`src/rtl/fpga_cfg_pkg.sv`:
```
// Shared constants for the FPGA configuration controller: FSM encoding,
// CRC-16-CCITT parameters and the load-word width legality check.
package fpga_cfg_pkg;

  localparam logic [2:0] ST_IDLE      = 3'd0;
  localparam logic [2:0] ST_LOAD_CLB  = 3'd1;
  localparam logic [2:0] ST_LOAD_CONN = 3'd2;
  localparam logic [2:0] ST_CHECK     = 3'd3;
  localparam logic [2:0] ST_DONE      = 3'd4;
  localparam logic [2:0] ST_ERROR     = 3'd5;

  localparam logic [15:0] CRC_POLY = 16'h1021;
  localparam logic [15:0] CRC_INIT = 16'hFFFF;

  function automatic bit data_w_legal(input int w);
    return (w == 1) || (w == 2) || (w == 4) || (w == 8) || (w == 16);
  endfunction

endpackage

```
`src/rtl/fpga_cfg_ctrl_crc.sv`:
```
// Bit-serial CRC-16-CCITT (MSB-first shift, no reflection, no final XOR).
// Only present when FPGA_CFG_CRC_EN is defined.
`ifdef FPGA_CFG_CRC_EN
module crc16_serial
  import fpga_cfg_pkg::*;
(
  input  logic        clk,
  input  logic        reset,
  input  logic        clr,
  input  logic        en,
  input  logic        bit_in,
  output logic [15:0] crc
);

  logic [15:0] crc_q, crc_d;
  logic        fb;

  always_comb begin
    crc_d = crc_q;
    fb    = crc_q[15] ^ bit_in;
    if (clr) begin
      crc_d = CRC_INIT;
    end else if (en) begin
      crc_d = {crc_q[14:0], 1'b0} ^ (fb ? CRC_POLY : 16'h0000);
    end
  end

  always_ff @(posedge clk or posedge reset) begin
    if (reset) begin
      crc_q <= CRC_INIT;
    end else begin
      crc_q <= crc_d;
    end
  end

  assign crc = crc_q;

endmodule
`endif

```
`src/rtl/fpga_cfg_ctrl.sv`:
```
// Configuration controller: serialises a word stream onto the CLB then the
// connection scan chain; FPGA_CFG_CRC_EN adds a trailing CRC-16 check.
module fpga_cfg_ctrl
  import fpga_cfg_pkg::*;
#(
  parameter int DATA_W   = 8,
  parameter int CLB_LEN  = 2048,
  parameter int CONN_LEN = 4096,
  parameter int IO_W     = 20
) (
  input  logic              clk,
  input  logic              reset,
  input  logic              start,
  input  logic              cfg_valid,
  output logic              cfg_ready,
  input  logic [DATA_W-1:0] cfg_data,
  output logic              busy,
  output logic              done,
  output logic              error,
  output logic              clb_scan_en,
  output logic              clb_scan_in,
  output logic              conn_scan_en,
  output logic              conn_scan_in,
  input  logic [IO_W-1:0]   fabric_out,
  output logic [IO_W-1:0]   fpga_out,
  output logic              fabric_reset,
  output logic [2:0]        dbg_state
);

  localparam int CLB_WORDS = CLB_LEN / DATA_W;
  localparam int TOT_WORDS = (CLB_LEN + CONN_LEN) / DATA_W;
  localparam int WCNT_W    = $clog2(TOT_WORDS + 1);
  localparam int REM_W     = $clog2(DATA_W) + 1;
  localparam logic [WCNT_W-1:0] CLB_LAST  = WCNT_W'(CLB_WORDS - 1);
  localparam logic [WCNT_W-1:0] WORDS_ALL = WCNT_W'(TOT_WORDS);
  localparam logic [REM_W-1:0]  REM_FULL  = REM_W'(DATA_W - 1);

  if (!data_w_legal(DATA_W)) begin : g_bad_data_w
    $error("fpga_cfg_ctrl: DATA_W must be 1, 2, 4, 8 or 16");
  end
  if ((CLB_LEN % DATA_W) != 0 || (CONN_LEN % DATA_W) != 0 || CLB_LEN < DATA_W || CONN_LEN < DATA_W)
  begin : g_bad_len
    $error("fpga_cfg_ctrl: chain lengths must be non-zero multiples of DATA_W");
  end

  logic [2:0]        state_q, state_d;
  logic [DATA_W-1:0] shift_q, shift_d;
  logic [REM_W-1:0]  rem_q, rem_d;
  logic [WCNT_W-1:0] wcnt_q, wcnt_d;
  logic              sel_conn_q, sel_conn_d;
  logic              scan_en_q, scan_en_d;
  logic              scan_in_q, scan_in_d;
  logic              in_load, accept, accept_payload, restart;

  // Handshake: a word moves on any cycle with cfg_valid && cfg_ready. Ready is
  // raised while the shifter is empty or presenting its last bit, so words can
  // stream back to back; valid may drop at any time and simply stalls the chain.
  assign in_load        = (state_q == ST_LOAD_CLB) || (state_q == ST_LOAD_CONN);
  assign cfg_ready      = (in_load && rem_q == '0 && wcnt_q != WORDS_ALL) || (state_q == ST_CHECK);
  assign accept         = cfg_valid && cfg_ready;
  assign accept_payload = accept && in_load;
  assign restart        = start && (state_q == ST_IDLE || state_q == ST_DONE || state_q == ST_ERROR);

`ifdef FPGA_CFG_CRC_EN
  localparam int CRC_WORDS = 16 / DATA_W;
  localparam int CHK_W     = $clog2(CRC_WORDS) + 1;
  localparam logic [CHK_W-1:0] CHK_LAST = CHK_W'(CRC_WORDS - 1);

  logic [CHK_W-1:0] chk_cnt_q, chk_cnt_d;
  logic [15:0]      exp_crc_q, exp_crc_d, exp_next, word_ext, crc_val;
  logic             chk_last, crc_match;

  // CRC covers exactly the bits presented on the chains, in presentation order.
  crc16_serial u_crc (
    .clk    (clk),
    .reset  (reset),
    .clr    (restart),
    .en     (scan_en_q),
    .bit_in (scan_in_q),
    .crc    (crc_val)
  );

  always_comb begin
    word_ext  = 16'(cfg_data);
    exp_next  = exp_crc_q | (word_ext << (DATA_W * int'(chk_cnt_q)));
    chk_last  = accept && (state_q == ST_CHECK) && (chk_cnt_q == CHK_LAST);
    crc_match = (exp_next == crc_val);
    chk_cnt_d = chk_cnt_q;
    exp_crc_d = exp_crc_q;
    if (restart) begin
      chk_cnt_d = '0;
      exp_crc_d = '0;
    end else if (accept && state_q == ST_CHECK) begin
      chk_cnt_d = chk_cnt_q + CHK_W'(1);
      exp_crc_d = exp_next;
    end
  end

  always_ff @(posedge clk or posedge reset) begin
    if (reset) begin
      chk_cnt_q <= '0;
      exp_crc_q <= '0;
    end else begin
      chk_cnt_q <= chk_cnt_d;
      exp_crc_q <= exp_crc_d;
    end
  end
`endif

  always_comb begin
    state_d    = state_q;
    shift_d    = shift_q;
    rem_d      = rem_q;
    wcnt_d     = wcnt_q;
    sel_conn_d = sel_conn_q;
    scan_en_d  = 1'b0;
    scan_in_d  = 1'b0;
    if (rem_q != '0) begin
      scan_en_d = 1'b1;
      scan_in_d = shift_q[0];
      shift_d   = shift_q >> 1;
      rem_d     = rem_q - REM_W'(1);
    end
    if (accept_payload) begin
      scan_en_d  = 1'b1;
      scan_in_d  = cfg_data[0];
      shift_d    = cfg_data >> 1;
      rem_d      = REM_FULL;
      sel_conn_d = (state_q == ST_LOAD_CONN);
      wcnt_d     = wcnt_q + WCNT_W'(1);
    end
    case (state_q)
      ST_IDLE, ST_DONE, ST_ERROR: begin
        if (start) begin
          state_d = ST_LOAD_CLB;
          wcnt_d  = '0;
        end
      end
      ST_LOAD_CLB: begin
        if (accept_payload && wcnt_q == CLB_LAST) state_d = ST_LOAD_CONN;
      end
      ST_LOAD_CONN: begin
        // Leave only once the final word has fully drained onto the chain.
        if (wcnt_q == WORDS_ALL && rem_q == '0) begin
`ifdef FPGA_CFG_CRC_EN
          state_d = ST_CHECK;
`else
          state_d = ST_DONE;
`endif
        end
      end
`ifdef FPGA_CFG_CRC_EN
      ST_CHECK: begin
        if (chk_last) state_d = crc_match ? ST_DONE : ST_ERROR;
      end
`endif
      default: state_d = ST_IDLE;
    endcase
  end

  always_ff @(posedge clk or posedge reset) begin
    if (reset) begin
      state_q    <= ST_IDLE;
      shift_q    <= '0;
      rem_q      <= '0;
      wcnt_q     <= '0;
      sel_conn_q <= 1'b0;
      scan_en_q  <= 1'b0;
      scan_in_q  <= 1'b0;
    end else begin
      state_q    <= state_d;
      shift_q    <= shift_d;
      rem_q      <= rem_d;
      wcnt_q     <= wcnt_d;
      sel_conn_q <= sel_conn_d;
      scan_en_q  <= scan_en_d;
      scan_in_q  <= scan_in_d;
    end
  end

  assign clb_scan_en  = scan_en_q & ~sel_conn_q;
  assign clb_scan_in  = scan_in_q & ~sel_conn_q;
  assign conn_scan_en = scan_en_q & sel_conn_q;
  assign conn_scan_in = scan_in_q & sel_conn_q;

  assign busy         = in_load || (state_q == ST_CHECK);
  assign done         = (state_q == ST_DONE);
  assign error        = (state_q == ST_ERROR);
  assign fabric_reset = (state_q != ST_DONE);
  assign fpga_out     = (state_q == ST_DONE) ? fabric_out : '0;
  assign dbg_state    = state_q;

endmodule

```
`config.mk`:
```
export PLATFORM = sky130hd
export DESIGN_NAME = fpga_cfg_ctrl
export DESIGN_NICKNAME = d
export VERILOG_FILES = /design/src/rtl/fpga_cfg_pkg.sv /design/src/rtl/fpga_cfg_ctrl_crc.sv /design/src/rtl/fpga_cfg_ctrl.sv
export SDC_FILE = /design/constraint.sdc
export NUM_CORES = 1
export LEC_CHECK = 0
export ABC_AREA = 1
export BUFFER_PORTS_ARGS = -buffer_cell sky130_fd_sc_hd__buf_2
export CAP_MARGIN = 10
export CELL_PAD_IN_SITES_DETAIL_PLACEMENT = 1
export CELL_PAD_IN_SITES_GLOBAL_PLACEMENT = 2
export CORE_UTILIZATION = 27
export CTS_CLUSTER_DIAMETER = 120
export CTS_CLUSTER_SIZE = 12
export DETAILED_ROUTE_END_ITERATION = 8
export GPL_ROUTABILITY_DRIVEN = 0
export GPL_TIMING_DRIVEN = 0
export PLACE_DENSITY = 0.84
export SYNTH_ARGS = -nofsm -noshare
export SYNTH_HDL_FRONTEND = slang
export SYNTH_SLANG_ARGS = --single-unit
```
`constraint.sdc`:
```
create_clock -name clk -period 3.9 [get_ports clk]
set_input_delay 0.78 -clock clk [delete_from_list [all_inputs] [get_ports clk]]
set_output_delay 0.78 -clock clk [all_outputs]
set_load 0.1 [all_outputs]
```
==> results.rst, run 1 <==
.. list-table::
   :header-rows: 1

   * - Metric
     - Value
   * - Met2 Routed Length
     - 2.017 mm
   * - Via count of the routed design
     - 1745
   * - Slew at the pin closest to its max-slew limit
     - 0.5054 ns
   * - Vias in the first global route
     - 1712
   * - Number of inserted filler cells in the final layout
     - 804
   * - Cell with the largest stage delay on the worst path
     - sky130_fd_sc_hd__dfrtp_1
   * - Proportion of netlist area held by the largest area contributor
     - 0.3924
   * - Startpoint of the worst-slack reg-to-reg timing path
     - rem_q[0]
   * - Required time of the critical path
     - 3.12 ns
   * - Detail-routed net length per standard cell
     - 11.18 µm
   * - Insertion delay of the later-clocked pin in the worst-skew pair
     - 0.28 ns
   * - Top layer in use
     - met4
   * - Post-synth cell types
     - 28
   * - Number of buffers and inverters on the critical path
     - 4
   * - Standard cell core area
     - 0.006026 mm²
   * - Cts bufs inserted
     - 3
   * - Setup violators final
     - 0
   * - Commonest non-fill, non-tap cells in the layout
     - 63 x sky130_fd_sc_hd__buf_2, 62 x sky130_fd_sc_hd__nand2_1, 54 x sky130_fd_sc_hd__inv_1, 34 x sky130_fd_sc_hd__nor2_1, 26 x sky130_fd_sc_hd__dfrtp_1
   * - Max Transition Viols Final
     - 0
   * - Number of register bits inferred by synthesis
     - 27
   * - GRT Overall Usage
     - 0.1467
   * - Worst Clk Skew
     - 0.003431 ns
   * - Post-CTS setup-driven buffer insertion count
     - 0
   * - Die extent in y
     - 81.85 µm
   * - Number of detailed-route iterations in the first pass
     - 4
   * - Yosys warning total
     - 0
   * - Worst-case reg-to-reg path depth
     - 11
   * - Most common cell after layout, fill and taps aside
     - sky130_fd_sc_hd__buf_2
   * - Unrepaired setup endpoints after global routing
     - false
   * - Largest stage delay on the critical path
     - 0.44 ns
   * - Max_cap viols
     - 0
   * - Multi-input combinational cell area
     - 829.5 µm²
   * - Number of antenna violations at the first check in global routing
     - 0
   * - Area growth from synthesis to layout
     - 30.38%
   * - CTS root buf
     - sky130_fd_sc_hd__clkbuf_8
   * - Family with the most delay on the worst path
     - buffers and inverters
   * - Htree depth
     - 1
   * - Clk buf depth
     - 2
   * - Total routed wire length on the met1 layer
     - 1.945 mm
   * - Number of cells after detailed placement
     - 392
   * - Static power due to leakage
     - 1.303 nW
   * - Area used by sequential logic in the layout
     - 676.9 µm²
   * - Power density relative to cell area
     - 664.0 mW/mm²
   * - Top Ports
     - 64
   * - Critical Path, Cell by Cell
     - inv_1 > nand2_1 > nor2_4 > inv_1 > clkbuf_2 > nor2_2 > buf_2
   * - Kind of critical path
     - reg -> out
   * - Total congestion overflow after global routing
     - 0
   * - Reg2reg setup slack
     - 2.05 ns
   * - Clock tree from TritonCTS
     - done
   * - CTS sink count
     - 27
   * - Global-route wire length before repair
     - 7.672 mm
   * - Hold violation total from the final report
     - 0
   * - Total power of the final layout
     - 1.490 mW
   * - Post-synthesis cell area
     - 0.001722 mm²
   * - Mean instance size in the synthesized netlist
     - 6.778 µm²
   * - Worst endpoint data arrival time
     - 1.92 ns
   * - Number of nets in the layout
     - 359
   * - Critical R2R Capture
     - wcnt_q[7]
   * - Routed Antenna Nets
     - 0
   * - Achievable frequency
     - 370.7 MHz
   * - Resized cells post-CTS
     - 0
   * - Std-Cell Rows
     - 28
   * - Routed wire length
     - 4.438 mm
   * - Cell Count, Final, Fillers Out
     - 397
   * - DR DRC count
     - 0
   * - Met3 Wirelength
     - 431 µm
   * - Number of hold buffers added after cts
     - 0
   * - Final hold slack
     - 0.4712 ns
   * - Cell mode on critical path
     - sky130_fd_sc_hd__inv_1
   * - Worst Path Max Fanout
     - 10
   * - Startpoint kind of the worst setup timing path
     - register
   * - Part of the Yosys area used for sequential elements
     - 0.3924
   * - Pin count of the biggest net entering global routing
     - 28
   * - Vias/cell
     - 4.395
   * - Share of the cycle needed by the critical path after routing
     - 0.6917
   * - DRC marker count from the first detailed-route iteration
     - 58
   * - Estimated wirelength of the detail-placed design
     - 3.564 mm
   * - Number of cells on the critical path
     - 7
   * - Number of cells produced by synthesis
     - 254
   * - Crit. End Element
     - primary output
   * - EDFF count, synth
     - 0
   * - Result of the run
     - completed
   * - Antenna cells
     - 0
   * - Clock transition time at the flip-flop clock pins of the worst setup and hold paths
     - 0.10 ns
   * - Peak VDD IR
     - 0.3248 mV
   * - Worst slew margin relative to its limit
     - 0.6654
   * - Ratio of cells with drive above 1 in the final layout
     - 0.2981
   * - Initial core utilization
     - 0.2857
   * - Floorplan die area
     - 0.006699 mm²
   * - Minimum period implied by the final worst setup slack
     - 2.698 ns
   * - I/O Buffers
     - 63
   * - Most frequently used flop master after synthesis
     - sky130_fd_sc_hd__dfrtp_1
   * - Largest area contributor in the netlist
     - sky130_fd_sc_hd__dfrtp_1
   * - Post-Synthesis Net Count
     - 290
   * - Cells taking the most area after synthesis
     - sky130_fd_sc_hd__dfrtp_1 39%, sky130_fd_sc_hd__nand2_1 14%, sky130_fd_sc_hd__inv_1 12%
   * - Worst hold path class
     - in -> async
   * - Async set or reset register ratio after synthesis
     - 1.000
   * - Die span in x
     - 81.85 µm
-- how the worst max path moves through the flow --
stage                 start      endpoint  slack, ns
2_1_floorplan  dbg_state[1]   fpga_out[0]      -0.14
3_3_place_gp   dbg_state[1]  fpga_out[10]       1.51
3_5_place_dp   dbg_state[1]  fpga_out[10]       1.48
4_1_cts        dbg_state[1]  fpga_out[10]       1.15
5_1_grt        dbg_state[1]   fpga_out[3]       1.05
6_report       dbg_state[1]  fpga_out[10]       1.20
-- stage by stage --
step / setup TNS, ns / utilization / instance area (µm²) / worst slack (ns)
global route: 0 / 0.3725 / 2245 / 1.050
detailed placement: 0 / 0.3598 / 2168 / 1.483
CTS: 0 / 0.3679 / 2217 / 1.153
finish: 0 / 0.3725 / 2245 / 1.202
floorplan: -2.428 / - / 1759 / -0.1396
global placement: 0 / 0.3598 / 2168 / 1.513
-- layer usage --
| layer | GRT usage | vias up |
|---|---|---|
| met4 | 0.04211 | 0 |
| met1 | 0.1799 | 797 |
| met3 | 0.03111 | 4 |
| met2 | 0.2562 | 54 |
| met5 | 0 | - |
| li1 | - | 890 |
-- cells by family after synthesis --
group	share of synthesized area
and+or+nand+nor	0.3379
buffers and inverters	0.1461
DFF	0.3924
adders and majority gates	0.02907
AOI/OAI and AO/OA	0.07849
xor gates and xnor gates	0.01018
muxes	0.005814
-- power by group --
group | total, mW | internal (mW) | leakage, nW | switching [mW]
Clock | 0.170 | 0.0728 | 0.0217 | 0.0973
Combinational | 0.899 | 0.191 | 0.924 | 0.709
Sequential | 0.421 | 0.354 | 0.357 | 0.0674
Total | 1.49 | 0.617 | 1.30 | 0.873
-- area by class of cell --
class                           instances  area share
Multi-Input combinational cell        165      0.3696
Clock buffer                            3     0.01839
Buffer                                  5     0.01728
Sequential cell                        27      0.3016
Clock inverter                          1    0.003344
Inverter                               57     0.09532
Timing Repair Buffer                   64      0.1527
Tap cell                               75     0.04181
-- flip-flops by register name (all words and copies together) (netlist names) --
register,cells
rem_q,4
sel_conn_q,1
dbg_state,3
wcnt_q,10
shift_q,7
scan_en_q,1
scan_in_q,1
-- synthesized netlist by cell type, drive strengths merged, types with 2 or more instances --
| library cell | instances |
|---|---|
| a21oi | 7 |
| o21ai | 11 |
| nor2 | 44 |
| inv | 57 |
| clkbuf | 2 |
| dfrtp | 27 |
| buf | 3 |
| nor3 | 2 |
| nand3 | 19 |
| ha | 4 |
| nand2 | 67 |
| nand4 | 2 |
-- worst register-to-register path, cell delays in order (launching register included) --
cell	delay, ns
sky130_fd_sc_hd__dfrtp_1	0.39
sky130_fd_sc_hd__inv_1	0.11
sky130_fd_sc_hd__ha_1	0.20
sky130_fd_sc_hd__nand2_2	0.15
sky130_fd_sc_hd__a21oi_2	0.15
sky130_fd_sc_hd__nand2_2	0.07
sky130_fd_sc_hd__nand2_4	0.08
sky130_fd_sc_hd__nand2_2	0.07
sky130_fd_sc_hd__buf_6	0.14
sky130_fd_sc_hd__buf_6	0.14
sky130_fd_sc_hd__nor3b_2	0.17
sky130_fd_sc_hd__nor2_1	0.06
Note: power is estimated with default switching activity, not from simulation.
==> inputs of run 2 (changes only) <==
--- a/config.mk
+++ b/config.mk
@@ -10,13 +10,13 @@
 export CAP_MARGIN = 10
 export CELL_PAD_IN_SITES_DETAIL_PLACEMENT = 1
 export CELL_PAD_IN_SITES_GLOBAL_PLACEMENT = 2
-export CORE_UTILIZATION = 27
+export CORE_UTILIZATION = 23
 export CTS_CLUSTER_DIAMETER = 120
 export CTS_CLUSTER_SIZE = 12
 export DETAILED_ROUTE_END_ITERATION = 8
 export GPL_ROUTABILITY_DRIVEN = 0
 export GPL_TIMING_DRIVEN = 0
-export PLACE_DENSITY = 0.84
+export PLACE_DENSITY = 0.76
 export SYNTH_ARGS = -nofsm -noshare
 export SYNTH_HDL_FRONTEND = slang
 export SYNTH_SLANG_ARGS = --single-unit
==> constraint.sdc (replaced) <==
create_clock -name clk -period 2.4 [get_ports clk]
set_input_delay 0.48 -clock clk [delete_from_list [all_inputs] [get_ports clk]]
set_output_delay 0.48 -clock clk [all_outputs]
set_load 0.1 [all_outputs]
==> run 2 against run 1 <==
- sequential share of layout area fell by 2.5 points
- sequential power rose by 66%
- worst setup slack got worse by 1.1 ns
- utilization fell by 3.1 points
- critical path type unchanged
- critical endpoint is now fpga_out[13]
==> results.rst, run 2 (synthesis gave the netlist of run 1 again) <==
.. list-table::
   :header-rows: 1

   * - Metric
     - Value
   * - Estimated wirelength of the detail-placed design
     - 3.767 mm (+5.7%)
   * - Post-CTS setup-driven buffer insertion count
     - 0 (unchanged)
   * - Worst Clk Skew
     - 0.002057 ns (-0.001374 ns)
   * - Final cell utilization of the core
     - 0.3414 (-0.03113)
   * - Setup slack after layout
     - 0.08557 ns (-1.117 ns)
   * - Register bank with the most flops
     - wcnt_q
   * - Static power due to leakage
     - 1.329 nW (+2.0%)
   * - Worst slack, placed
     - 0.3255 ns (-1.157 ns)
   * - Std-Cell Rows
     - 31 (+11%)
   * - CTS root buf
     - sky130_fd_sc_hd__clkbuf_8
   * - DRC marker count from the first detailed-route iteration
     - 29 (-50%)
   * - Startpoint kind of the worst setup timing path
     - register
   * - Via count of the routed design
     - 1750 (+0.29%)
   * - Initial core utilization
     - 0.2374 (-0.04835)
   * - Unrepaired setup endpoints after global routing
     - false
   * - Worst Path Max Fanout
     - 10 (unchanged)
   * - Cell with the largest stage delay on the worst path
     - sky130_fd_sc_hd__dfrtp_4
   * - Total congestion overflow after global routing
     - 0 (unchanged)
   * - Achievable frequency
     - 432.1 MHz
   * - Number of hold buffers added after cts
     - 0 (unchanged)
   * - Pin count of the biggest net entering global routing
     - 28 (unchanged)
   * - Number of buffers and inverters on the critical path
     - 4 (unchanged)
   * - Critical Path, Cell by Cell
     - inv_4 > nand2_4 > nor2_4 > inv_4 > clkbuf_16 > nor2_4 > buf_2
   * - Number of detailed-route iterations in the first pass
     - 4 (unchanged)
   * - Htree depth
     - 1 (unchanged)
   * - GRT Overall Usage
     - 0.1332 (-0.01357)
   * - Max Transition Viols Final
     - 0 (unchanged)
   * - Share of the cycle needed by the critical path after routing
     - 0.9643
   * - Total power of the final layout
     - 2.554 mW (+71%)
   * - Result of the run
     - completed
   * - Worst endpoint data arrival time
     - 1.83 ns (-0.09 ns)
   * - Flip-flop count of the largest register after layout
     - 10 (unchanged)
   * - Worst slew margin relative to its limit
     - 0.6635 (-0.001963)
   * - Vias in the first global route
     - 1747 (+2.0%)
   * - Clk buf depth
     - 2 (unchanged)
   * - Ratio of cells with drive above 1 in the final layout
     - 0.3540 (+0.05590)
   * - Crit. End Element
     - primary output
   * - Commonest non-fill, non-tap cells in the layout
     - 61 x sky130_fd_sc_hd__nand2_1, 59 x sky130_fd_sc_hd__buf_2, 52 x sky130_fd_sc_hd__inv_1, 24 x sky130_fd_sc_hd__dfrtp_1, 23 x sky130_fd_sc_hd__nor2_1
   * - Antenna cells
     - 0 (unchanged)
   * - Minimum period implied by the final worst setup slack
     - 2.314 ns
   * - Global-route wire length before repair
     - 8.169 mm (+6.5%)
   * - Power density relative to cell area
     - 1032 mW/mm² (+55%)
   * - Hold violation total from the final report
     - 0 (unchanged)
   * - Setup TNS after final layout
     - 0 ns (unchanged)
   * - DR DRC count
     - 0 (unchanged)
   * - Number of antenna violations at the first check in global routing
     - 0 (unchanged)
   * - Die span in x
     - 88.52 µm (+8.1%)
   * - Slew at the pin closest to its max-slew limit
     - 0.5083 ns (+0.002965 ns)
   * - Standard cell core area
     - 0.007253 mm² (+20%)
   * - Routed Antenna Nets
     - 0 (unchanged)
   * - Number of nets in the layout
     - 359 (unchanged)
   * - Clock transition time at the flip-flop clock pins of the worst setup and hold paths
     - 0.10 ns (about the same)
   * - Top Ports
     - 64 (unchanged)
   * - Kind of critical path
     - reg -> out
   * - Largest registers
     - wcnt_q (10), shift_q (7), rem_q (4)
   * - Vias/cell
     - 4.157 (-5.4%)
   * - Area growth from synthesis to layout
     - 43.82%
   * - Worst hold path class
     - in -> async
   * - Clock tree from TritonCTS
     - done
   * - Max_cap viols
     - 0 (unchanged)
   * - I/O Buffers
     - 63 (unchanged)
   * - Routed wire length
     - 4.758 mm (+7.2%)
   * - Most common cell after layout, fill and taps aside
     - sky130_fd_sc_hd__nand2_1
   * - CTS sink count
     - 27 (unchanged)
   * - Required time of the critical path
     - 1.92 ns (-1.20 ns)
   * - Die extent in y
     - 88.52 µm (+8.1%)
   * - Detail-routed net length per standard cell
     - 11.30 µm (+1.1%)
   * - Family with the most delay on the worst path
     - buffers and inverters
   * - Floorplan die area
     - 0.007836 mm² (+17%)
   * - Largest stage delay on the critical path
     - 0.52 ns (+0.08 ns)
   * - Insertion delay of the later-clocked pin in the worst-skew pair
     - 0.28 ns (about the same)
   * - Peak VDD IR
     - 0.3046 mV (-6.2%)
   * - Setup violators final
     - 0 (unchanged)
   * - Cts bufs inserted
     - 3 (unchanged)
run 2: cell types whose count changed in the layout (fill, tap and decap cells not counted), moves of 2 or more:
cell and change:
sky130_fd_sc_hd__nor2_4 +19, sky130_fd_sc_hd__nor2_1 -11, sky130_fd_sc_hd__nor2_2 -8, sky130_fd_sc_hd__buf_2 -4, sky130_fd_sc_hd__clkbuf_4 +3, sky130_fd_sc_hd__clkbuf_16 +2, sky130_fd_sc_hd__dfrtp_1 -2, sky130_fd_sc_hd__dfrtp_4 +2
sky130_fd_sc_hd__inv_1 -2, sky130_fd_sc_hd__inv_4 +2
run 2: metal layers:
metal  global-route usage  routed length, µm  up-vias
li1                     -                  -      895
met1               0.1753               2320      799
met2               0.2224               2100       49
met3              0.02425                270        7
met4              0.03959                 66        0
met5                    0                  0        -
run 2: power breakdown:
group          internal (mW)  switching [mW]  total, mW
Sequential             0.582           0.115      0.698
Clock                  0.118           0.160      0.279
Combinational          0.365            1.21       1.58
Total                   1.07            1.49       2.55
run 2: repair_timing:
action	in CTS	in global routing
gates cloned	0	0
endpoints found under the setup margin	1	4
resized for setup	1	4
pin swaps	0	0
run 2: layout make-up:
| class | count | area, µm² |
|---|---|---|
| Multi-Input combinational cell | 165 | 963.4 |
| Inverter | 57 | 219.0 |
| Tap cell | 99 | 123.9 |
| Sequential cell | 27 | 684.4 |
| Fill cell | 940 | 4777 |
| Timing Repair Buffer | 64 | 356.6 |
| Buffer | 5 | 80.08 |
| Clock buffer | 3 | 41.29 |
| Clock inverter | 1 | 7.507 |
run 2: path summary, 6_finish.rpt:
kind / slack [ns] / to / start / cells past startpoint
max: 0.09 / fpga_out[13] / dbg_state[1] / 7
max reg2reg: 0.49 / wcnt_q[1] / wcnt_q[0] / 12
min reg2reg: 0.49 / shift_q[6] / shift_q[6] / 2
max in group asynchronous: 1.80 / dbg_state[1] / reset / 3
min in group clk: 0.40 / scan_in_q / cfg_data[0] / 3
min: 0.15 / wcnt_q[3] / reset / 2
run 2: per-stage QoR:
stage	instance area, µm²	instances	hold WS (ns)
floorplan	1947	254	0.4422
global placement	2386	416	0.4603
detailed placement	2386	416	0.4677
CTS	2437	420	0.3890
global route	2476	421	0.1637
finish	2476	421	0.1520
